--- config.mk ---
export PLATFORM = sky130hd
export DESIGN_NAME = fifo_wr_arbiter
export DESIGN_NICKNAME = d
export VERILOG_FILES = /design/src/rtl/fifo_wr_arbiter.sv
export SDC_FILE = /design/constraint.sdc
export NUM_CORES = 1
export LEC_CHECK = 0
export BUFFER_PORTS_ARGS = -buffer_cell sky130_fd_sc_hd__buf_2
export CAP_MARGIN = 10
export CORE_MARGIN = 4
export CORE_UTILIZATION = 42
export CTS_CLUSTER_SIZE = 25
export DETAILED_ROUTE_END_ITERATION = 8
export PLACE_DENSITY_LB_ADDON = 0.25
export SYNTH_ARGS = -nofsm -noshare
export SYNTH_HDL_FRONTEND = slang
export SYNTH_SLANG_ARGS = --single-unit
export TNS_END_PERCENT = 50
--- constraint.sdc ---
create_clock -name clk -period 2.1 [get_ports clk]
set_clock_uncertainty 0.2 [all_clocks]
set_input_delay 0.315 -clock clk [delete_from_list [all_inputs] [get_ports clk]]
set_output_delay 0.315 -clock clk [all_outputs]
set_load 0.02 [all_outputs]
--- src/rtl/fifo_wr_arbiter.sv ---
// ---------------------------------------------------------------------------
// fifo_wr_arbiter
//   Round-robin arbiter for the write port of the async FIFO (w_clk domain).
//   One requester owns the port for a burst of up to BURST accepted beats.
//   Every write is gated on fifo_full, so the FIFO is never written while full.
//
// Parameters
//   NREQ   number of requesters (>=2)
//   fw     data width (matches the FIFO data width)
//   BURST  maximum accepted beats per grant (>=1)
//
// Ports
//   clk         write-domain clock
//   rst         asynchronous active-high reset
//   req         per-requester request, held with its data until acked
//   req_data    requester i data in bits [i*fw +: fw]
//   fifo_full   FIFO full flag
//   gnt         registered one-hot grant, all-zero when idle
//   ack         beat accepted this cycle (gnt & req & ~fifo_full)
//   fifo_wr     FIFO write strobe (|ack)
//   fifo_wdata  data of the granted requester, 0 when fifo_wr is low
//   busy        high while a requester owns the port
//
// Optional feature (macro ARB_STATS_EN)
//   stat_beats   saturating count of FIFO writes
//   stat_stalls  saturating count of cycles where the owner requests but
//                the FIFO is full
// ---------------------------------------------------------------------------
module fifo_wr_arbiter #(
    parameter int NREQ  = 4,
    parameter int fw    = 8,
    parameter int BURST = 4
) (
    input  logic                 clk,
    input  logic                 rst,
    input  logic [NREQ-1:0]      req,
    input  logic [NREQ*fw-1:0]   req_data,
    input  logic                 fifo_full,
    output logic [NREQ-1:0]      gnt,
    output logic [NREQ-1:0]      ack,
    output logic                 fifo_wr,
    output logic [fw-1:0]        fifo_wdata,
    output logic                 busy
`ifdef ARB_STATS_EN
    ,
    output logic [15:0]          stat_beats,
    output logic [15:0]          stat_stalls
`endif
);

    localparam int PW = $clog2(NREQ);
    localparam int CW = $clog2(BURST) + 1;
    localparam logic [CW-1:0] BEAT_LAST = CW'(BURST - 1);
    localparam logic [PW-1:0] PTR_INIT  = PW'(NREQ - 1);

    typedef enum logic {
        IDLE = 1'b0,
        BUSY = 1'b1
    } state_t;

    state_t            state_q, state_d;
    logic [NREQ-1:0]   gnt_q, gnt_d;
    logic [CW-1:0]     beat_cnt_q, beat_cnt_d;
    logic [PW-1:0]     rr_ptr_q, rr_ptr_d;

    logic [PW-1:0]     owner;
    logic [PW-1:0]     scan_base;
    logic [PW-1:0]     cand;
    logic [PW-1:0]     pick_idx;
    logic              pick_vld;
    logic [NREQ-1:0]   pick_onehot;
    logic              own_ack;
    logic              own_req;
    logic [fw-1:0]     masked_data [NREQ];

    // Accept/data path is purely combinational from the registered grant.
    genvar gi;
    generate
        for (gi = 0; gi < NREQ; gi++) begin : g_req
            assign ack[gi]         = gnt_q[gi] & req[gi] & ~fifo_full;
            assign masked_data[gi] = ack[gi] ? req_data[gi*fw +: fw] : '0;
        end
    endgenerate

    assign fifo_wr = |ack;
    assign gnt     = gnt_q;
    assign busy    = (state_q == BUSY);

    always_comb begin
        fifo_wdata = '0;
        for (int i = 0; i < NREQ; i++) begin
            fifo_wdata = fifo_wdata | masked_data[i];
        end
    end

    // Encode the one-hot grant into the owner index.
    always_comb begin
        owner = '0;
        for (int i = 0; i < NREQ; i++) begin
            if (gnt_q[i]) begin
                owner = PW'(i);
            end
        end
    end

    // Round-robin pick. While busy the scan starts after the current owner,
    // which is exactly the rr_ptr value being written on release, so the
    // re-arbitration happens in the releasing cycle without a bubble.
    // Scanning downwards lets the nearest candidate overwrite farther ones.
    always_comb begin
        scan_base = (state_q == BUSY) ? owner : rr_ptr_q;
        cand      = '0;
        pick_idx  = '0;
        pick_vld  = 1'b0;
        for (int k = NREQ; k >= 1; k--) begin
            cand = PW'((int'(scan_base) + k) % NREQ);
            if (req[cand]) begin
                pick_idx = cand;
                pick_vld = 1'b1;
            end
        end
    end

    assign pick_onehot = NREQ'(1) << pick_idx;

    always_comb begin
        state_d    = state_q;
        gnt_d      = gnt_q;
        beat_cnt_d = beat_cnt_q;
        rr_ptr_d   = rr_ptr_q;
        own_ack    = ack[owner];
        own_req    = req[owner];
        case (state_q)
            IDLE: begin
                if (pick_vld) begin
                    gnt_d      = pick_onehot;
                    beat_cnt_d = '0;
                    state_d    = BUSY;
                end
            end
            BUSY: begin
                // A full stall leaves ack low, so the budget is not consumed.
                if (own_ack) begin
                    beat_cnt_d = beat_cnt_q + CW'(1);
                end
                if ((own_ack && (beat_cnt_q == BEAT_LAST)) || !own_req) begin
                    rr_ptr_d   = owner;
                    beat_cnt_d = '0;
                    if (pick_vld) begin
                        gnt_d = pick_onehot;
                    end else begin
                        gnt_d   = '0;
                        state_d = IDLE;
                    end
                end
            end
            default: begin
                state_d = IDLE;
            end
        endcase
    end

    always_ff @(posedge clk or posedge rst) begin
        if (rst) begin
            state_q    <= IDLE;
            gnt_q      <= '0;
            beat_cnt_q <= '0;
            rr_ptr_q   <= PTR_INIT;
        end else begin
            state_q    <= state_d;
            gnt_q      <= gnt_d;
            beat_cnt_q <= beat_cnt_d;
            rr_ptr_q   <= rr_ptr_d;
        end
    end

`ifdef ARB_STATS_EN
    logic [15:0] stat_beats_q, stat_beats_d;
    logic [15:0] stat_stalls_q, stat_stalls_d;

    always_comb begin
        stat_beats_d  = stat_beats_q;
        stat_stalls_d = stat_stalls_q;
        if (fifo_wr && (stat_beats_q != 16'hFFFF)) begin
            stat_beats_d = stat_beats_q + 16'd1;
        end
        if (busy && own_req && fifo_full && (stat_stalls_q != 16'hFFFF)) begin
            stat_stalls_d = stat_stalls_q + 16'd1;
        end
    end

    always_ff @(posedge clk or posedge rst) begin
        if (rst) begin
            stat_beats_q  <= '0;
            stat_stalls_q <= '0;
        end else begin
            stat_beats_q  <= stat_beats_d;
            stat_stalls_q <= stat_stalls_d;
        end
    end

    assign stat_beats  = stat_beats_q;
    assign stat_stalls = stat_stalls_q;
`endif

endmodule

### Word-level counts from Yosys, hierarchy flattened

Cells that the tools add are included.

* $add $sub $neg: 5
* order comparisons: 5
* equal/unequal tests: 4
* shift operators: 1
* muxes and demuxes: 39
* bitwise gates (word level): 13
* reductions and logical operators: 7

Operators by type and width (count)
* 8-bit two-way mux: 4
* 8-bit bitwise OR: 3
* 2-bit by 3-bit less-than comparator with 1-bit output (second input constant): 5
* 2-bit two-way mux: 7
* 1-bit two-way mux: 13
* 1-bit binary-select mux with 2-bit select: 6
* 4-bit two-way mux: 3
* 3-bit two-way mux: 3
* 1-bit AND: 8
* 4-bit one-hot mux with 2 select lines: 1
* 3-bit one-hot mux with 2 select lines: 1
* 2-bit AND reduction: 3
* 2-bit by 1-bit adder with 2-bit output (second input constant): 2
* 2-bit adder (second input constant): 2
* 4-bit OR reduction: 1
* 1-bit by 2-bit left shift with 4-bit output (first input constant): 1
* 3-bit by 1-bit adder with 3-bit output (second input constant): 1
* 3-bit by 2-bit == test with 1-bit output (second input constant): 1
* 3-bit by 1-bit inequality test with 1-bit output (second input constant): 1
* 2-bit by 1-bit inequality test with 1-bit output (second input constant): 1
* 2-bit inequality test (second input constant): 1
* 1-bit NOT: 2
* 1-bit one-hot mux with 2 select lines: 1
* 1-bit logical AND: 1
* 2 further kinds: 2

* bits in registers: 10
* bits of input ports: 39
* output and inout port bits: 18
* logic and storage cells: 78

### Depth between registers and ports, before layout

* word-level depth: 15
* depth in mapped cells: 7
* gate-level depth less buffers: 7

### Worst setup path before layout

Ideal clock, no wire load.

* path type: reg2out
* start: reg gnt_q[2] (netlist: gnt[2])
* end: out fifo_wdata[0]
* arrival: 1.648 ns
* data required time: 1.585 ns
* setup slack: -0.063 ns
* stages on the path, launching flop included: 5
* cells stage by stage: dfrtp_1 inv_1 nor3b_2 a22oi_1 nand2_1

* cells in the longest elaborated chain, start to end: 5

RTL lines
* from (decl): RTL line 62 `logic [NREQ-1:0] gnt_q, gnt_d;`
* from (signal assigned): RTL line 171 `gnt_q <= gnt_d;`
* 1-bit AND (2 in a row): RTL line 80 `assign ack[gi] = gnt_q[gi] & req[gi] & ~fifo_full;`
* named net ack[2]: RTL line 40 `output logic [NREQ-1:0] ack,`
* 8-bit two-way mux: RTL line 81 `assign masked_data[gi] = ack[gi] ? req_data[gi*fw +: fw] : '0;`
* 8-bit bitwise OR (2 in a row): RTL line 92 `fifo_wdata = fifo_wdata | masked_data[i];`
* to (decl): RTL line 42 `output logic [fw-1:0] fifo_wdata,`

The timed path passes the listed nets, and every way through them passes these cells.

### Final worst setup path

* start: reg gnt_q[1] (netlist: gnt[1])
* end: out fifo_wr

* cells in the longest elaborated chain, start to end: 3

RTL lines
* 1-bit AND (2 in a row): RTL line 80
* 4-bit OR reduction: RTL line 85 `assign fifo_wr = |ack;`
* to (decl): RTL line 41 `output logic fifo_wr,`

No other way between the ends.

==> out/results.txt <==
maximum level of the CTS H-tree = 1
Static Leak = 0.684 nW
commonest cells after routing, fill and taps aside = 55 x buf_2, 19 x nand2_1, 16 x a22oi_1
number of antenna repair diodes = 0
critical path, cell by cell = nand2_2 > nor2_4 > or4_4 > buf_6
HPWL reported at the end of detailed placement = 2370 µm
final net count = 219
total number of vias = 1138
synthesis-to-finish area growth = 51.7%
async set-or-reset flop fraction in the synthesized netlist = 1.00
final setup TNS = 0 ns
Max Clk Rate = 484 MHz
detailed-route DRC error count = 0
class of the worst hold path = input pin to register
top-area cell type share of the netlist area = 0.222
Yosys warning total = 0
post-detailed-route via-to-cell ratio = 5.58
R2R Path Start = gnt[2]
fin. max-slew vios = 0
largest net degree at the start of global routing = 13
required time at the endpoint of the critical path = 1.58 ns
I/O pin count = 57
Hold Fails Final Rpt = 0
worst slew margin relative to its limit = 0.700
number of search-and-repair iterations in the first detailed-routing pass = 4
syn_area_per_cell = 8.21 µm²
final worst-path cycle share = 0.984
result of the run = finished clean
cell taking the most area after synthesis = dfrtp_1
mapped cell area = 903 µm²
max-cap check violation count = 0
kind of cell adding the most delay to the critical path = simple AND/OR/NAND/NOR gates
arrival time at the worst endpoint = 1.55 ns
EDFF count, synth = 0
Placeable Area = 0.00200 mm²
register area share after synthesis = 0.280
fraction of layout instances using a drive strength above 1 = 0.503
number of synthesized register bits = 10
Inserted Clock Buffers = 3
Die Wd = 54.4 µm
Placed Instances = 194
violation count after the first detailed-route iteration = 41
kind of critical path = register to primary output
highest cell delay on the worst timing path = 0.54 ns
placement row count = 16
total routing resource utilization after global routing = 0.195
most common cell after layout, fill and taps aside = buf_2
average routed wire per standard cell = 14.7 µm
Layout Cells excl Fill = 204
worst-margin pin slew = 0.450 ns
total power density per cell area = 978 mW/mm²
minimum period implied by the final worst setup slack = 2.07 ns
wire length of the first global-routing pass = 4310 µm
clock slew at reported path FFs = 0.07 ns
gr ovfl total = 0
CTS Sinks = 10
synth unique cells = 41
initial cell density of the core = 0.451
antenna violations before repair = 0
clock latency reported for the late side of the worst-skew pair = 0.28 ns
clock tree from TritonCTS = built
Die Footprint = 0.00296 mm²
slowest cell on the critical path = or4_4
y dimension of the die = 54.4 µm
# port buffers = 56
vias in the first global route = 1008
worst setup path start = gnt[1]
synthesized netlist net count = 151
count of buffer and inverter cells on the critical path = 1
type of element launching the critical path = register
beginning of the worst hold path = req[0]
worst setup slack for register-to-register paths = 0.05 ns
peak fanout along the critical path = 10
cells taking the most area after synthesis = dfrtp_1 22%, a22oi_1 13%, nand2_1 8.3%, dfstp_2 5.8%, o21ai_1 3.3%
highest ir drop seen on vdd = 0.000624 V
routed wire length = 3000 µm
clock tree root driver cell = clkbuf_4
post-layout power = 1.34 mW
post-route antenna net violation count = 0
ys flop type = dfrtp_1
# setup viols final = 0
maximum number of buffers from clock root to sink = 2
Critical Path End Type = primary output
hold_ws = 0.243 ns
gp weighted congestion = 0.915
synthesized instance count = 110
==> cells by family (layout without fill, tap and decap cells) <==
logic type | after synthesis | after routing | synth area share
flip-flops | 10 | 10 | 0.280
buffers and inverters | 8 | 75 | 0.0457
AND/OR/NAND/NOR | 47 | 47 | 0.278
AO/OA/AOI/OAI | 43 | 43 | 0.368
adder cells (fa/ha/maj) | 2 | 2 | 0.0277
==> timing repair <==
item                                    4_1_cts  5_1_grt
pin swaps                                     3        0
gates resized for setup                       8        6
hold buffers                                  1        0
endpoints found under the hold margin         8        0
endpoints found under the setup margin       10       12
setup buffers                                 2        3
==> final timing paths <==
path | cells after the start | to
setup / recovery | 4 | fifo_wr
hold / removal | 3 | busy
setup reg to reg | 6 | gnt[2]
hold reg to reg | 2 | rr_ptr_q[0]
max in group asynchronous | 3 | rr_ptr_q[1]
min in group asynchronous | 3 | gnt[0]
==> routing by layer <==
metal  track usage  share of wire  vias up
li1              -              -      555
met1         0.206           0.38      524
met2         0.404           0.53       53
met3        0.0300          0.076        6
met4        0.0249         0.0083        0
met5             0              0        -
==> metrics by stage <==
step,utilization,setup WS [ns],area [µm²]
5_1_grt,0.684,-0.0200,1370
3_5_place_dp,0.615,0.0713,1230
2_1_floorplan,-,0.00192,910
6_report,0.684,0.0340,1370
3_3_place_gp,0.615,0.129,1230
4_1_cts,0.661,0.00738,1320
==> cells in the mapped netlist (all sizes together), types with 2 or more instances <==
cell    instances
nor3            2
o21bai          2
a22oi          16
dfrtp           8
a21oi           3
o22ai           2
a22o            2
nand2b          4
o311ai          2
inv             5
dfstp           2
nand2          20
nor3b           2
o21ai          10
nor2            8
ha              2
nor2b           3
buf             2
==> power breakdown <==
| part | switching [mW] | internal (mW) | total, mW |
|---|---|---|---|
| Sequential | 0.0630 | 0.269 | 0.332 |
| Clock | 0.0770 | 0.106 | 0.183 |
| Combinational | 0.450 | 0.376 | 0.826 |
| Total | 0.590 | 0.750 | 1.34 |
==> sequential cells by signal, indices dropped and copies added, names as in the netlist <==
name and count:
busy 1, beat_cnt_q 3, rr_ptr_q 2, gnt 4
==> worst reg2reg max path, cell delays in order, from the launching register on <==
cell and delay (ns):
dfrtp_2 0.42, buf_4 0.17, nor3b_4 0.18, a2111o_1 0.47, o21ai_2 0.19, nor3_1 0.08
a22o_1 0.25
==> cell type report <==
| class | count | area, µm² |
|---|---|---|
| Tap cell | 27 | 33.8 |
| Multi-Input combinational cell | 92 | 648 |
| Clock buffer | 4 | 36.3 |
| Timing Repair Buffer | 66 | 377 |
| Inverter | 5 | 18.8 |
| Sequential cell | 10 | 256 |
| Fill cell | 178 | 632 |
No activity file was read; power rests on OpenSTA's default activity.
